`src/rtl/collision_pkg.sv`:
```
// Shared types for the collision dispatcher: FSM state encoding, the
// obstacle vertex-array type and the minimum vertex count for a real polygon.
package collision_pkg;

  localparam int OBS_VERTICES = 5;
  localparam int OBS_COORD_W  = 8;
  localparam int MIN_VERTICES = 3;

  typedef enum logic [3:0] {
    IDLE,
    PT_FETCH,
    PT_LOAD,
    OBS_FETCH,
    OBS_LOAD,
    ISSUE,
    WAIT,
    WRITE,
    DONE
  } dispatch_state_t;

  typedef logic [1:0][OBS_VERTICES-1:0][OBS_COORD_W-1:0] obstacle_t;

endpackage

```
`src/rtl/collision_dispatcher.sv`:
```
// Per-frame initiator: walks every point against every obstacle, issues one
// collision request per usable obstacle, chains hits and writes results back.
module collision_dispatcher
  import collision_pkg::*;
#(
  parameter int NUM_POINTS    = 8,
  parameter int NUM_OBSTACLES = 4,
  parameter int NUM_VERTICES  = OBS_VERTICES,
  parameter int POSITION_SIZE = OBS_COORD_W,
  parameter int VELOCITY_SIZE = 8,
  parameter int DT            = 1,
  localparam int PT_W  = $clog2(NUM_POINTS),
  localparam int OBS_W = $clog2(NUM_OBSTACLES)
) (
  input  logic                     clk_in,
  input  logic                     rst_in,
  input  logic                     start_in,
  output logic                     busy_out,
  output logic                     done_out,

  output logic [PT_W-1:0]          pt_addr_out,
  input  logic [POSITION_SIZE-1:0] pt_pos_x_in,
  input  logic [POSITION_SIZE-1:0] pt_pos_y_in,
  input  logic [VELOCITY_SIZE-1:0] pt_vel_x_in,
  input  logic [VELOCITY_SIZE-1:0] pt_vel_y_in,

  output logic [OBS_W-1:0]         obs_addr_out,
  input  logic [1:0][NUM_VERTICES-1:0][POSITION_SIZE-1:0] obs_vertices_in,
  input  logic [POSITION_SIZE-1:0] obs_num_vertices_in,

  output logic                     coll_begin_out,
  output logic [1:0][NUM_VERTICES-1:0][POSITION_SIZE-1:0] coll_obstacle_out,
  output logic [POSITION_SIZE-1:0] coll_num_vertices_out,
  output logic [POSITION_SIZE-1:0] coll_pos_x_out,
  output logic [POSITION_SIZE-1:0] coll_pos_y_out,
  output logic [POSITION_SIZE-1:0] coll_dx_out,
  output logic [POSITION_SIZE-1:0] coll_dy_out,
  output logic [VELOCITY_SIZE-1:0] coll_vel_x_out,
  output logic [VELOCITY_SIZE-1:0] coll_vel_y_out,
  input  logic                     coll_result_in,
  input  logic                     coll_was_collision_in,
  input  logic [POSITION_SIZE-1:0] coll_x_new_in,
  input  logic [POSITION_SIZE-1:0] coll_y_new_in,
  input  logic [POSITION_SIZE-1:0] coll_x_int_in,
  input  logic [POSITION_SIZE-1:0] coll_y_int_in,
  input  logic [VELOCITY_SIZE-1:0] coll_vel_x_new_in,
  input  logic [VELOCITY_SIZE-1:0] coll_vel_y_new_in,

  output logic                     wr_en_out,
  output logic [PT_W-1:0]          wr_addr_out,
  output logic [POSITION_SIZE-1:0] wr_pos_x_out,
  output logic [POSITION_SIZE-1:0] wr_pos_y_out,
  output logic [VELOCITY_SIZE-1:0] wr_vel_x_out,
  output logic [VELOCITY_SIZE-1:0] wr_vel_y_out
);

  dispatch_state_t state_q, state_d;
  logic [PT_W-1:0]          pt_idx_q, pt_idx_d;
  logic [OBS_W-1:0]         obs_idx_q, obs_idx_d;
  logic [POSITION_SIZE-1:0] pos_x_q, pos_x_d, pos_y_q, pos_y_d;
  logic [POSITION_SIZE-1:0] dx_q, dx_d, dy_q, dy_d;
  logic [VELOCITY_SIZE-1:0] vel_x_q, vel_x_d, vel_y_q, vel_y_d;
  logic [POSITION_SIZE-1:0] fin_x_q, fin_x_d, fin_y_q, fin_y_d;
  logic                     hit_q, hit_d;
  logic [1:0][NUM_VERTICES-1:0][POSITION_SIZE-1:0] vert_q, vert_d;
  logic [POSITION_SIZE-1:0] nv_q, nv_d;
  logic                     advance_obs;

  always_comb begin
    // NOTE: every variable gets a default first so no path leaves one unassigned (no latches).
    state_d     = state_q;
    pt_idx_d    = pt_idx_q;
    obs_idx_d   = obs_idx_q;
    pos_x_d     = pos_x_q;
    pos_y_d     = pos_y_q;
    dx_d        = dx_q;
    dy_d        = dy_q;
    vel_x_d     = vel_x_q;
    vel_y_d     = vel_y_q;
    fin_x_d     = fin_x_q;
    fin_y_d     = fin_y_q;
    hit_d       = hit_q;
    vert_d      = vert_q;
    nv_d        = nv_q;
    advance_obs = 1'b0;

    case (state_q)
      IDLE: begin
        if (start_in) begin
          pt_idx_d = '0;
          state_d  = PT_FETCH;
        end
      end
      PT_FETCH: state_d = PT_LOAD;
      PT_LOAD: begin
        pos_x_d   = pt_pos_x_in;
        pos_y_d   = pt_pos_y_in;
        vel_x_d   = pt_vel_x_in;
        vel_y_d   = pt_vel_y_in;
        dx_d      = POSITION_SIZE'($signed(pt_vel_x_in) * DT);
        dy_d      = POSITION_SIZE'($signed(pt_vel_y_in) * DT);
        hit_d     = 1'b0;
        obs_idx_d = '0;
        state_d   = OBS_FETCH;
      end
      OBS_FETCH: state_d = OBS_LOAD;
      OBS_LOAD: begin
        vert_d = obs_vertices_in;
        nv_d   = obs_num_vertices_in;
        if (obs_num_vertices_in < POSITION_SIZE'(MIN_VERTICES)) advance_obs = 1'b1;
        else                                                    state_d     = ISSUE;
      end
      ISSUE: state_d = WAIT;
      WAIT: begin
        if (coll_result_in) begin
          // A hit restarts the segment at the impact point; the remaining
          // travel is the bounce vector, so later obstacles see the new path.
          if (coll_was_collision_in) begin
            pos_x_d = coll_x_int_in;
            pos_y_d = coll_y_int_in;
            dx_d    = coll_x_new_in - coll_x_int_in;
            dy_d    = coll_y_new_in - coll_y_int_in;
            vel_x_d = coll_vel_x_new_in;
            vel_y_d = coll_vel_y_new_in;
            fin_x_d = coll_x_new_in;
            fin_y_d = coll_y_new_in;
            hit_d   = 1'b1;
          end
          advance_obs = 1'b1;
        end
      end
      WRITE: begin
        if (pt_idx_q == PT_W'(NUM_POINTS - 1)) begin
          state_d = DONE;
        end else begin
          pt_idx_d = pt_idx_q + PT_W'(1);
          state_d  = PT_FETCH;
        end
      end
      DONE:    state_d = IDLE;
      default: state_d = IDLE;
    endcase

    if (advance_obs) begin
      if (obs_idx_q == OBS_W'(NUM_OBSTACLES - 1)) begin
        state_d = WRITE;
      end else begin
        obs_idx_d = obs_idx_q + OBS_W'(1);
        state_d   = OBS_FETCH;
      end
    end
  end

  // NOTE: state updates use non-blocking assignments so all flops sample the same pre-edge values.
  always_ff @(posedge clk_in) begin
    if (rst_in) begin
      state_q   <= IDLE;
      pt_idx_q  <= '0;
      obs_idx_q <= '0;
      pos_x_q   <= '0;
      pos_y_q   <= '0;
      dx_q      <= '0;
      dy_q      <= '0;
      vel_x_q   <= '0;
      vel_y_q   <= '0;
      fin_x_q   <= '0;
      fin_y_q   <= '0;
      hit_q     <= 1'b0;
      // NOTE: the vertex register is reset because it drives coll_obstacle_out directly.
      vert_q    <= '0;
      nv_q      <= '0;
    end else begin
      state_q   <= state_d;
      pt_idx_q  <= pt_idx_d;
      obs_idx_q <= obs_idx_d;
      pos_x_q   <= pos_x_d;
      pos_y_q   <= pos_y_d;
      dx_q      <= dx_d;
      dy_q      <= dy_d;
      vel_x_q   <= vel_x_d;
      vel_y_q   <= vel_y_d;
      fin_x_q   <= fin_x_d;
      fin_y_q   <= fin_y_d;
      hit_q     <= hit_d;
      vert_q    <= vert_d;
      nv_q      <= nv_d;
    end
  end

  assign busy_out       = (state_q != IDLE) && (state_q != DONE);
  assign done_out       = (state_q == DONE);
  assign coll_begin_out = (state_q == ISSUE);
  assign wr_en_out      = (state_q == WRITE);

  assign pt_addr_out  = pt_idx_q;
  assign obs_addr_out = obs_idx_q;
  assign wr_addr_out  = pt_idx_q;

  assign coll_obstacle_out     = vert_q;
  assign coll_num_vertices_out = nv_q;
  assign coll_pos_x_out        = pos_x_q;
  assign coll_pos_y_out        = pos_y_q;
  assign coll_dx_out           = dx_q;
  assign coll_dy_out           = dy_q;
  assign coll_vel_x_out        = vel_x_q;
  assign coll_vel_y_out        = vel_y_q;

  // Write data is only meaningful during the strobe and reads zero otherwise.
  assign wr_pos_x_out = !wr_en_out ? '0 : (hit_q ? fin_x_q : pos_x_q + dx_q);
  assign wr_pos_y_out = !wr_en_out ? '0 : (hit_q ? fin_y_q : pos_y_q + dy_q);
  assign wr_vel_x_out = wr_en_out ? vel_x_q : '0;
  assign wr_vel_y_out = wr_en_out ? vel_y_q : '0;

endmodule

```
`config.mk`:
```
export PLATFORM = sky130hd
export DESIGN_NAME = collision_dispatcher
export DESIGN_NICKNAME = d
export VERILOG_FILES = /design/src/rtl/collision_pkg.sv /design/src/rtl/collision_dispatcher.sv
export SDC_FILE = /design/constraint.sdc
export NUM_CORES = 1
export LEC_CHECK = 0
export BUFFER_PORTS_ARGS = -buffer_cell sky130_fd_sc_hd__buf_2
export CAP_MARGIN = 20
export CORE_MARGIN = 4
export CORE_UTILIZATION = 35
export CTS_BUF_LIST = sky130_fd_sc_hd__clkbuf_8
export CTS_CLUSTER_SIZE = 40
export DETAILED_ROUTE_END_ITERATION = 16
export PLACE_DENSITY = 0.65
export SLEW_MARGIN = 20
export SYNTH_ARGS = -nofsm -noshare
export SYNTH_HDL_FRONTEND = slang
export SYNTH_SLANG_ARGS = --single-unit
```
`constraint.sdc`:
```
create_clock -name clk_in -period 2.8 [get_ports clk_in]
set_input_delay 0.56 -clock clk_in [delete_from_list [all_inputs] [get_ports clk_in]]
set_output_delay 0.56 -clock clk_in [all_outputs]
set_load 0.03 [all_outputs]
```
==> results_dict.tcl, run 1 <==
set metrics [dict create \
    cp_slowest_cell "dfxtp_2" \
    cts-root-buf "clkbuf_8" \
    layout.nets 1538 \
    critPathMaxFanout 2 \
    tightest_slew_ps 958.6 \
    layout_commonest_cell "buf_2" \
    hpwl_um 19740 \
    seq_area_frac_synth_pct 41.89 \
    leakagePower_nw 4.671 \
    synth_top_area_share_pct 41.89 \
    grtUsageTotal_pct 20.67 \
    cp-end-kind "output pin" \
    synth_area_per_cell_sq_um 7.712 \
    max_stage_delay_ps 370 \
    die_area_sq_mm 0.02456 \
    num_io_pins 353 \
    pre_cts_ws_ps 290.0 \
    startpoint_type "register" \
    min_period_over_period_pct 97.27 \
    placed_cells 1584 \
    fin_skew_ps 16.78 \
    fill_cells 2232 \
    coreArea_sq_mm 0.02182 \
    clk_latency_ps 450 \
    grt_pass1_wl_um 40690 \
    port_buffers 352 \
    synth_edf_count 0 \
    synth.largest_area_cell "dfxtp_1" \
    first_global_vias 7812 \
    drt_iter0_markers 359 \
    synth_nets 1212 \
    synth_flop_cell "dfxtp_1" \
    peakVddDrop_uv 270.4 \
    rrSetupSlack_ps 490 \
    drive_gt1_share_pct 34.10 \
    tritoncts "yes" \
    critical_path_required_ps 2240 \
    status "complete, no violations" \
    finalNonFillerCells 1624 \
    cap_violations 0 \
    m1WireLength_um 10830 \
    setup_slack_ps 76.49 \
    cts_sinks 162 \
    antenna_found_initial 1 \
    synth_seq_cells 162 \
    first_pass_iters 5 \
    fmax_mhz 367.2 \
    slew_headroom_pct 36.09 \
    syn_inst 1004 \
    powerDensity_mw_per_mm2 556.2 \
    overflow 0 \
    setup_viol 0 \
    ys_warn_count 0 \
    finalWirelength_um 26420 \
    via_per_inst 5.041 \
    post-route-min-period_ps 2724 \
    wl_per_cell_um 16.27 \
    cts_buffers 17 \
    clk_path_buf_depth 2 \
    drc 0 \
    arrival_ps 2160 \
    async_flop_share_pct 0 \
    p_total_w 0.005754 \
    ys_types 58 \
    syn_area_sq_mm 0.007742 \
    die_h_um 156.7 \
    fp-row-count 54 \
    clk_pin_slew_ps 110 \
    cts-htree-levels 4 \
    initial_utilization_pct 35.48 \
    highest_layer "met4" \
    wl_met3_um 2507 \
    hold_viol 0 \
    rsz0062_at_grt "true" \
    place_congestion 0.8320 \
    tns_ps 0 \
    area_growth_pct 33.63 \
    final_cell_mix "343 x buf_2, 278 x nand2_1, 153 x dfxtp_1" \
    hold_path_class "in2reg" \
    dr_total_vias 8187 \
    path_class "reg2out" \
    crit_chain "ha_4 -> inv_2 -> fa_2 -> nor2b_2 -> o21ai_2 -> a21oi_2 -> mux2i_1 -> nand3_1 -> buf_6" \
    synth.area.top_cells "dfxtp_1 42%, nand2_1 14%, a21oi_1 9.7%" \
    ant_nets 0 \
    wl_met2_um 12720 \
    grt_start_max_net_pins 89 \
    slew_viol_final 0 \
    die_w_um 156.7 \
]
critical path, delay by kind of cell, from the launching register on:
kind | cells | cell delay (ps)
multiplexers | 1 | 190
adder cells (fa/ha/maj) | 2 | 470
buffers and inverters | 2 | 190
flip-flops | 1 | 370
AO/OA/AOI/OAI | 2 | 230
AND/OR/NAND/NOR | 2 | 260
power by group:
part | internal [W] | switching, W | leakage [nW]
Sequential | 0.00245 | 0.000121 | 1.31
Combinational | 0.000519 | 0.000905 | 3.15
Clock | 0.000678 | 0.00108 | 0.204
Total | 0.00365 | 0.00210 | 4.67
what timing repair did:
action | in CTS | in global routing
hold buffers | 0 | 0
setup buffers | 7 | 0
gates resized for setup | 29 | 32
pin swaps | 11 | 21
endpoints found under the setup margin | 21 | 10
logic make-up after synthesis:
group | after synthesis | synth area share, %
DFF | 162 | 41.89
adders and majority gates | 35 | 6.044
xor gates and xnor gates | 9 | 1.018
AOI/OAI and AO/OA | 258 | 19.85
buffers and inverters | 100 | 5.818
muxes | 7 | 0.9050
and+or+nand+nor | 433 | 24.48
per-layer routing:
metal  vias to the layer above  global-route usage, %
li1                       4069                      -
met1                      3784                  25.36
met2                       309                  34.77
met3                        25                  6.720
met4                         0                  5.950
met5                         -                      0
synth_stat cells, types with 6 or more instances:
| cell | number |
|---|---|
| nor2_1 | 55 |
| a31oi_1 | 7 |
| nand2b_1 | 8 |
| a22oi_1 | 14 |
| nor3_1 | 16 |
| mux2i_1 | 7 |
| o21ai_0 | 28 |
| clkbuf_1 | 45 |
| nor2b_1 | 10 |
| buf_2 | 18 |
| a311oi_1 | 17 |
| buf_4 | 6 |
| ha_1 | 31 |
| and2_1 | 17 |
| dfxtp_1 | 162 |
| inv_1 | 27 |
| a21oi_1 | 150 |
| nand2_1 | 279 |
| nand3_1 | 21 |
| xnor2_1 | 8 |
cell type report:
type	instances	area (sq um)	share of cell area (%)
clock inverters	15	167.7	1.621
flip-flops and latches	162	3254	31.45
multi-input cells	742	4198	40.57
clock buffers	17	234.0	2.261
diodes	1	2.502	0.02419
repair buffers	380	2038	19.70
well taps	280	350.3	3.386
inverters	27	101.3	0.9796
worst paths after layout:
check,startpoint,to,depth (start not counted)
max,coll_dx_out[0]$_SDFFE_PP0P_,wr_pos_x_out[6],9
max reg2reg,state_q[1]$_SDFFE_PP0P_,coll_dx_out[5]$_SDFFE_PP0P_,5
min reg2reg,coll_obstacle_out[45]$_SDFFE_PP0P_,coll_obstacle_out[45]$_SDFFE_PP0P_,2
min,obs_vertices_in[49],coll_obstacle_out[49]$_SDFFE_PP0P_,3
flip-flops by register name, indices dropped and copies added (netlist names):
| register | cells |
|---|---|
| hit_q | 1 |
| state_q | 4 |
| coll_obstacle_out | 80 |
| coll_vel_y_out | 8 |
| pt_addr_out | 3 |
| obs_addr_out | 2 |
| coll_pos_x_out | 8 |
| coll_pos_y_out | 8 |
| fin_y_q | 8 |
| coll_dy_out | 8 |
| coll_vel_x_out | 8 |
| coll_num_vertices_out | 8 |
| coll_dx_out | 8 |
| fin_x_q | 8 |
through the flow:
step | util [%] | hold slack (ps) | area (sq um)
6_report | 47.41 | 322.5 | 10350
5_1_grt | 47.41 | 290.4 | 10350
3_3_place_gp | 44.51 | 438.8 | 9713
3_5_place_dp | 44.51 | 443.2 | 9713
2_1_floorplan | - | 432.8 | 7752
4_1_cts | 46.95 | 277.6 | 10250
Note: power is estimated with default switching activity, not from simulation.
==> inputs of run 2 (changes only) <==
--- a/config.mk
+++ b/config.mk
@@ -7,12 +7,14 @@
 export LEC_CHECK = 0
 export BUFFER_PORTS_ARGS = -buffer_cell sky130_fd_sc_hd__buf_2
 export CAP_MARGIN = 20
+export CELL_PAD_IN_SITES_DETAIL_PLACEMENT = 0
+export CELL_PAD_IN_SITES_GLOBAL_PLACEMENT = 1
 export CORE_MARGIN = 4
-export CORE_UTILIZATION = 35
+export CORE_UTILIZATION = 34
 export CTS_BUF_LIST = sky130_fd_sc_hd__clkbuf_8
 export CTS_CLUSTER_SIZE = 40
 export DETAILED_ROUTE_END_ITERATION = 16
-export PLACE_DENSITY = 0.65
+export PLACE_DENSITY = 0.85
 export SLEW_MARGIN = 20
 export SYNTH_ARGS = -nofsm -noshare
 export SYNTH_HDL_FRONTEND = slang
==> results_dict.tcl, run 2 (synthesized netlist as in run 1, its figures left out) <==
set metrics [dict create \
    status "complete, no violations" \
    antenna_found_initial 2 \
    critPathMaxFanout 2 \
    first_global_vias 8012 \
    drive_gt1_share_pct 34.05 \
    leakagePower_nw 4.684 \
    diodes 0 \
    grt_pass1_wl_um 43220 \
    place_congestion 0.8099 \
    die_h_um 158.9 \
    finalNonFillerCells 1625 \
    whs_ps 318.9 \
    worstHoldStart "obs_vertices_in[33]" \
    clk_latency_ps 460 \
    rr_worst_depth 7 \
    slew_headroom_pct 38.74 \
    tightest_slew_ps 918.9 \
    first_pass_iters 5 \
    port_buffers 352 \
    tns_ps 0 \
    startpoint_type "register" \
    initial_utilization_pct 35.04 \
    min_period_over_period_pct 99.95 \
    pre_cts_ws_ps 269.1 \
    hold_viol 0 \
    overflow 0 \
    post-route-min-period_ps 2799 \
    cap_violations 0 \
    drt_iter0_markers 368 \
    powerDensity_mw_per_mm2 567.6 \
    peakVddDrop_uv 386.4 \
    grt_start_max_net_pins 89 \
    hold_depth 3 \
    num_io_pins 353 \
    grtUsageTotal_pct 20.92 \
    dr_total_vias 8172 \
    layout.nets 1540 \
    clk_pin_slew_ps 110 \
    slew_viol_final 0 \
    cts_buffers 17 \
    fill_cells 2273 \
    layout_commonest_cell "buf_2" \
    hold_path_class "in2reg" \
    fp-row-count 54 \
    die_w_um 158.9 \
    cp-end-kind "output pin" \
    finalWirelength_um 27660 \
    clk_path_buf_depth 2 \
    coreArea_sq_mm 0.02209 \
    cts-root-buf "clkbuf_8" \
    p_total_w 0.005868 \
    path_class "reg2out" \
    fin_skew_ps 16.98 \
    placed_cells 1582 \
    wl_per_cell_um 17.02 \
    setup_viol 0 \
    final_cell_mix "344 x buf_2, 278 x nand2_1, 151 x dfxtp_1" \
    setup_slack_ps 1.324 \
    drc 0 \
    cts_sinks 162 \
    area_growth_pct 33.52 \
    tritoncts "yes" \
    cp-startpoint "coll_dx_out[0]$_SDFFE_PP0P_" \
    fmax_mhz 357.3 \
    ant_nets 0 \
    r2r-start "state_q[1]$_SDFFE_PP0P_" \
    rsz0062_at_grt "true" \
    hpwl_um 20340 \
    die_area_sq_mm 0.02525 \
    via_per_inst 5.029 \
    largest_register_ff_count 80 \
    arrival_ps 2240 \
    critical_path_required_ps 2240 \
    cts-htree-levels 4 \
]
-- run 2: cell count changes in the layout (fill, tap and decap cells not counted), sizes merged --
cell      before  now
buf          380  381
clkinv         8    4
or2            2    3
diode          1    0
clkinvlp       0    1
inv           34   36
bufinv         0    1
-- run 2: stage by stage --
stage | utilization, % | cell area [sq um]
6_report | 46.79 | 10340
5_1_grt | 46.79 | 10340
4_1_cts | 46.58 | 10290
3_5_place_dp | 43.90 | 9698
3_3_place_gp | 43.90 | 9698
2_1_floorplan | - | 7752
-- run 2: area by class of cell --
class                           instances  area [sq um]  area share [%]
Clock buffer                           17         234.0           2.263
Clock inverter                         15         188.9           1.828
Inverter                               27         101.3          0.9804
Multi-Input combinational cell        743          4170           40.34
Sequential cell                       162          3257           31.51
Tap cell                              280         350.3           3.389
Timing Repair Buffer                  381          2036           19.69
-- run 2: final timing paths --
path                                   endpoint  slack, ps
max reg2reg         coll_dy_out[7]$_SDFFE_PP0P_        510
min reg2reg  coll_obstacle_out[65]$_SDFFE_PP0P_        460
max                             wr_pos_x_out[6]          1
min          coll_obstacle_out[33]$_SDFFE_PP0P_        320
-- run 2: critical path, stage by stage, from the launching register on --
cell     delay [ps]
dfxtp_2         380
ha_4            140
inv_2            40
fa_2            340
nor2b_2         160
o21ai_2          80
a21oi_2         170
mux2i_1         210
nand3_1         120
buf_6           150
-- run 2: per-layer routing --
layer	vias up	GRT usage [%]	part of all wire (%)
met5	-	0	0.076
met4	4	4.813	0.86
met3	20	6.817	8.7
met2	312	36.05	48
met1	3756	25.54	42
li1	4080	-	-
-- run 2: report_power, final --
part	total, W	internal [W]	switching [W]
clock	0.00185	0.000771	0.00108
sequential	0.00258	0.00246	0.000120
combinational	0.00144	0.000523	0.000916
-- run 2: repair_timing --
| action | CTS | global route |
|---|---|---|
| buffers inserted | 11 | 2 |
| hold buffers | 0 | 0 |
| setup endpoints to repair | 25 | 10 |
| gates resized for setup | 34 | 18 |
| pin swaps | 9 | 16 |
| cloned | 0 | 1 |
